$ cat config.mk
export PLATFORM = sky130hd
export DESIGN_NAME = sdram_burst_splitter
export DESIGN_NICKNAME = d
export VERILOG_FILES = /design/src/rtl/sdram_burst_splitter.sv
export SDC_FILE = /design/constraint.sdc
export NUM_CORES = 1
export LEC_CHECK = 0
export CORE_UTILIZATION = 40
export DETAILED_ROUTE_END_ITERATION = 7
export MAX_ROUTING_LAYER = met4
export PLACE_DENSITY = 0.76
export SLEW_MARGIN = 15
export SYNTH_ARGS = -nofsm -noshare
export SYNTH_HDL_FRONTEND = slang
export SYNTH_SLANG_ARGS = --single-unit
export TNS_END_PERCENT = 5
$ cat constraint.sdc
create_clock -name clk -period 13.25 [get_ports clk]
set_clock_uncertainty 0.2 [all_clocks]
set_input_delay 1.325 -clock clk [delete_from_list [all_inputs] [get_ports clk]]
set_output_delay 1.325 -clock clk [all_outputs]
set_load 0.01 [all_outputs]
$ cat src/rtl/sdram_burst_splitter.sv
// Splits host bursts into controller bursts of at most BURST_MAX words that never cross a page.
// Optional SDRAM_SPLIT_RDREG_EN: registers host read data/valid, adding one cycle of read latency.
module sdram_burst_splitter #(
    parameter int WORD_WIDTH     = 1,
    parameter int COL_WIDTH      = 9,
    parameter int BANK_WIDTH     = 2,
    parameter int ROW_WIDTH      = 13,
    parameter int BURST_MAX      = 64,
    parameter int HOST_BURST_MAX = 256,
    localparam int ADDR_WIDTH    = WORD_WIDTH + COL_WIDTH + BANK_WIDTH + ROW_WIDTH,
    localparam int BYTE_AMOUNT   = 2 ** WORD_WIDTH,
    localparam int DATA_W        = 8 * BYTE_AMOUNT,
    localparam int HBC_W         = $clog2(HOST_BURST_MAX) + 1,
    localparam int DBC_W         = $clog2(BURST_MAX) + 1
) (
    input  logic                   clk,
    input  logic                   rst,
    input  logic                   init_done,
    input  logic [ADDR_WIDTH-1:0]  host_address,
    input  logic [HBC_W-1:0]       host_burstcount,
    input  logic                   host_read,
    input  logic                   host_write,
    input  logic [DATA_W-1:0]      host_writedata,
    input  logic [BYTE_AMOUNT-1:0] host_byteenable,
    output logic                   host_waitrequest,
    output logic [DATA_W-1:0]      host_readdata,
    output logic                   host_readdatavalid,
    output logic [ADDR_WIDTH-1:0]  dbus_address,
    output logic [DBC_W-1:0]       dbus_burstcount,
    output logic                   dbus_read,
    output logic                   dbus_write,
    output logic [DATA_W-1:0]      dbus_writedata,
    output logic [BYTE_AMOUNT-1:0] dbus_byteenable,
    input  logic                   dbus_waitrequest,
    input  logic [DATA_W-1:0]      dbus_readdata,
    input  logic                   dbus_readdatavalid
);

    typedef enum logic [2:0] {IDLE, RD_REQ, RD_DATA, WR_REQ, WR_DATA} state_t;

    state_t                  state, state_nxt;
    logic [ADDR_WIDTH-1:0]   cur_addr, addr_nxt, step_addr;
    logic [HBC_W-1:0]        remaining, rem_nxt, step_rem, host_bc1;
    logic [DBC_W-1:0]        chunk, chunk_nxt, beats, beats_nxt;
`ifdef SDRAM_SPLIT_RDREG_EN
    logic                    drain, drain_nxt;
    logic                    rdv_q;
    logic [DATA_W-1:0]       rd_q;
`endif

    // Words that fit before the end of the current page, the burst limit and what is left.
    function automatic logic [DBC_W-1:0] chunk_of(input logic [ADDR_WIDTH-1:0] a,
                                                  input logic [HBC_W-1:0] rem);
        int room;
        int c;
        room = (1 << COL_WIDTH) - int'(a[WORD_WIDTH+COL_WIDTH-1:WORD_WIDTH]);
        c    = int'(rem);
        if (BURST_MAX < c) c = BURST_MAX;
        if (room < c) c = room;
        return c[DBC_W-1:0];
    endfunction

    assign host_bc1        = (host_burstcount == '0) ? HBC_W'(1) : host_burstcount;
    assign step_addr       = cur_addr + (ADDR_WIDTH'(chunk) << WORD_WIDTH);
    assign step_rem        = remaining - HBC_W'(chunk);
    assign dbus_address    = cur_addr;
    assign dbus_burstcount = chunk;
    assign dbus_writedata  = host_writedata;
    assign dbus_byteenable = host_byteenable;

    always_comb begin
        state_nxt        = state;
        addr_nxt         = cur_addr;
        rem_nxt          = remaining;
        chunk_nxt        = chunk;
        beats_nxt        = beats;
        dbus_read        = 1'b0;
        dbus_write       = 1'b0;
        host_waitrequest = 1'b1;
`ifdef SDRAM_SPLIT_RDREG_EN
        drain_nxt        = drain;
`endif
        case (state)
            IDLE: begin
                if (init_done && (host_read || host_write)) begin
                    addr_nxt  = host_address;
                    rem_nxt   = host_bc1;
                    chunk_nxt = chunk_of(host_address, host_bc1);
                    state_nxt = host_read ? RD_REQ : WR_REQ;
                end
            end
            RD_REQ: begin
                dbus_read = 1'b1;
                if (!dbus_waitrequest) begin
                    beats_nxt = chunk;
                    state_nxt = RD_DATA;
                end
            end
            RD_DATA: begin
`ifdef SDRAM_SPLIT_RDREG_EN
                if (drain) begin
                    drain_nxt = 1'b0;
                    state_nxt = IDLE;
                end else
`endif
                if (dbus_readdatavalid) begin
                    beats_nxt = beats - 1'b1;
                    if (beats == DBC_W'(1)) begin
                        addr_nxt  = step_addr;
                        rem_nxt   = step_rem;
                        chunk_nxt = chunk_of(step_addr, step_rem);
                        if (step_rem != '0) state_nxt = RD_REQ;
`ifdef SDRAM_SPLIT_RDREG_EN
                        else drain_nxt = 1'b1;
`else
                        else state_nxt = IDLE;
`endif
                    end
                end
            end
            WR_REQ: begin
                dbus_write = 1'b1;
                if (!dbus_waitrequest) begin
                    beats_nxt = chunk;
                    state_nxt = WR_DATA;
                end
            end
            WR_DATA: begin
                dbus_write       = host_write;
                host_waitrequest = dbus_waitrequest;
                if (host_write && !dbus_waitrequest) begin
                    beats_nxt = beats - 1'b1;
                    if (beats == DBC_W'(1)) begin
                        addr_nxt  = step_addr;
                        rem_nxt   = step_rem;
                        chunk_nxt = chunk_of(step_addr, step_rem);
                        state_nxt = (step_rem != '0) ? WR_REQ : IDLE;
                    end
                end
            end
            default: state_nxt = IDLE;
        endcase
    end

    always_ff @(posedge clk) begin
        if (rst) begin
            state     <= IDLE;
            cur_addr  <= '0;
            remaining <= '0;
            chunk     <= '0;
            beats     <= '0;
        end else begin
            state     <= state_nxt;
            cur_addr  <= addr_nxt;
            remaining <= rem_nxt;
            chunk     <= chunk_nxt;
            beats     <= beats_nxt;
        end
    end

`ifdef SDRAM_SPLIT_RDREG_EN
    // Drain cycle keeps RD_DATA alive so the final registered beat is out before IDLE.
    always_ff @(posedge clk) begin
        if (rst) begin
            drain <= 1'b0;
            rdv_q <= 1'b0;
            rd_q  <= '0;
        end else begin
            drain <= drain_nxt;
            rdv_q <= (state == RD_DATA) && !drain && dbus_readdatavalid;
            rd_q  <= dbus_readdata;
        end
    end

    assign host_readdata      = rd_q;
    assign host_readdatavalid = rdv_q;
`else
    assign host_readdata      = dbus_readdata;
    assign host_readdatavalid = (state == RD_DATA) && dbus_readdatavalid;
`endif

endmodule

==> results.ini <==
[cts]
clkSlewWorstSetupHoldPaths_ns=0.07
clkSinkCount=51
clock_latency_ns=0.30
cts_tree=done
postCtsHoldBufs=0
post-cts-setup-buffers=0
root_buffer=clkbuf_16
h-tree-depth=2
ctsLongestPathBuffers=2
cts_resized=0
cts_buffers=5

[route]
ant_nets=0
vias=4774
first_iter_violations=331
viasPerCell=5.80
first_pass_iters=5
drt-total-wl_um=13200
drcViolationCount=0
wl_per_cell_um=16.0

[global_routing]
met1_usage_pct=28.8
overflow=0
globalRouteMet3Util_pct=3.70
first_global_vias=4352
busiest_layer=met2
grt_pass1_wl_um=22000
track_usage_pct=21.9
grtUsageMet2_pct=33.3
antenna_found_initial=0
grt_max_degree=59

[power_and_ir_drop]
p_leak_nw=2.02
clock_power_share_pct=7.5
irDropWorstVdd_mv=0.113
internal_power_uw=835
p_sw_uw=935
switching_share_pct=52.8
pwr-share-comb_pct=74.7
pwr-share-seq_pct=17.8
powerDensity_nw_per_um2=320

[floorplanning]
io_pins=145
die_w_um=113
num_rows=40
die-height_um=113
dieArea_um2=12700
initial_core_util_pct=41.0
core_um2=12000

[critical_path]
slowest_stage=o21ai_1
critPathMaxFanout=12
start_kind=input pin
cp_cell_sequence=clkdlybuf4s50_1 -> or4_1 -> o31a_1 -> nor3_1 -> and2_1 -> inv_1 -> ha_1 -> nand2_1 -> o211a_1 -> o31a_1 -> o21ai_1 -> mux2_2 -> a21oi_1 -> o21a_1 -> a221oi_2
crit_cells=15
rr_worst_depth=15
critPathBufInv=2
worst_path_largest_cell_delay_ns=0.67
path_delay_family=compound AO/OA/AOI/OAI gates
end_kind=flip-flop
worst_ep_arrival_time_ns=5.10
cp.required_ns=13.18
path_common_cell=o31a_1
critical_path_class=in2reg

[cells_and_area]
nets=786
layout-drive-gt1-share_pct=5.47
fin_util_pct=46.3
diodes=0
n_fill_cell=1184
areaGrowthSynthToFinish_pct=12.8

[timing]
finalCritPeriodShare_pct=39.0
finalSetupViolCount=0
finalSetupTns_ns=0
period_needed_ns=5.16
slew_violations=0
finalHoldViolations=0
tightest_slew_ns=1.11
fin_ws_ns=8.09
max_slew_margin_pct=25.8
fmax_mhz=194
rsz0062_at_grt=false

[synthesis]
yosys.area_share.adder_pct=9.48
async_flop_share_pct=0
synth_cells=662
synthXorXnorAreaFrac_pct=3.57
syn_area_per_cell_um2=7.41
yosys.area_share.simple_pct=24.5
synth_mux_area_share_pct=1.30
synthTopCellsByCount=nor2_1 (80), nand2_1 (69), a21oi_1 (54), dfxtp_1 (51), buf_4 (36)
ys_types=74
synth_flop_cell=dfxtp_1
synth_area_leaders=dfxtp_1 (21%), ha_1 (8.7%), nor2_1 (6.1%)
yosysWarnings=0
synth_area_um2=4910
synth_top_area_cell=dfxtp_1
yosys_register_bits=51
synth_top_area_share_pct=20.8
synth_edf_count=0
synth_compound_area_share_pct=28.2
yosysSeqAreaShare_pct=20.8
synth_top_family_by_area=compound AO/OA/AOI/OAI gates
synth_most_common_cell=nor2_1

[run]
maxCapViolCount=0

[min_path]
hold_depth=2
hold_path_class=reg2reg

[placed_design]
port_buffers=76
pre_cts_ws_ns=7.88
place_hpwl_um=9580
place_congestion=0.956

[run_status]
status=completed

-- path summary, 6_finish.rpt --
| check | startpoint | slack (ns) | end |
|---|---|---|---|
| hold / removal | dbus_address[0] | 0.27 | dbus_address[0] |
| setup / recovery | host_burstcount[4] | 8.09 | dbus_burstcount[2] |
| setup reg to reg | dbus_burstcount[0] | 8.32 | dbus_burstcount[2] |
| hold reg to reg | dbus_address[0] | 0.27 | dbus_address[0] |
-- stage by stage --
stage          total power [mW]  cell area (um^2)  hold slack, ns  cells
2_1_floorplan              1.31              4920           0.257    665
3_3_place_gp               1.61              5400           0.270    815
3_5_place_dp               1.62              5400           0.270    815
4_1_cts                    1.76              5540           0.279    823
5_1_grt                    1.95              5540           0.301    823
6_report                   1.77              5540           0.268    823
-- layout make-up --
class	count	area [um^2]	share of cell area, %
clock buffer	6	129	2.33
clock inverter	2	12.5	0.226
inverter	24	90.1	1.63
multi-input combinational	514	3320	60.0
sequential	51	1020	18.4
tap	147	184	3.32
timing repair buffer	79	778	14.1
-- registers in the layout (all words and copies together) (netlist names) --
register,cells
dbus_address,25
remaining,9
beats,7
state,3
dbus_burstcount,7
-- placed cells by master (no fill, tap or decap), types with 4 or more instances in the layout --
cell and count:
a211oi_1 21, a21o_1 9, a21oi_1 54, a221oi_2 4, a22oi_1 9, a311oi_1 9, a31oi_1 6, and3_1 7
clkbuf_16 5, clkdlybuf4s50_1 75, conb_1 4, dfxtp_1 51, ha_1 34, inv_1 24, nand2_1 69, nand2b_1 9
nand3_1 16, nand4_1 11, nor2_1 79, nor3_1 16, nor4_1 4, o2111ai_1 5, o211ai_1 7, o21a_1 7
o21ai_0 29, o22ai_1 6, o31ai_1 4, xnor2_1 13, xor2_1 7
-- worst min-delay path, delay by kind of cell, from the launching register on --
kind	cells	cell delay [ns]
DFF	1	0.32
AOI/OAI and AO/OA	1	0.05
and+or+nand+nor	1	0.05
-- cells by family after synthesis --
group / Yosys count
simple gates: 248
mux: 6
flops: 51
compound gates: 200
other cells: 1
buf+inv: 100
xor+xnor: 20
fa+ha+maj: 36
-- layer usage --
| layer | wire length (um) | vias to the layer above |
|---|---|---|
| li1 | - | 2403 |
| met1 | 6040 | 2178 |
| met2 | 5860 | 163 |
| met3 | 845 | 30 |
| met4 | 439 | 0 |
| met5 | 0 | - |
-- power by group through the flow --
stage,registers (mW),clock network (mW),logic [mW]
global route,0.327,0.141,1.48
finish,0.315,0.133,1.32
floorplan,0.299,0,1.01
global placement,0.317,0,1.29
detailed placement,0.317,0,1.31
CTS,0.314,0.134,1.31
(Power assumes the default switching activity.)
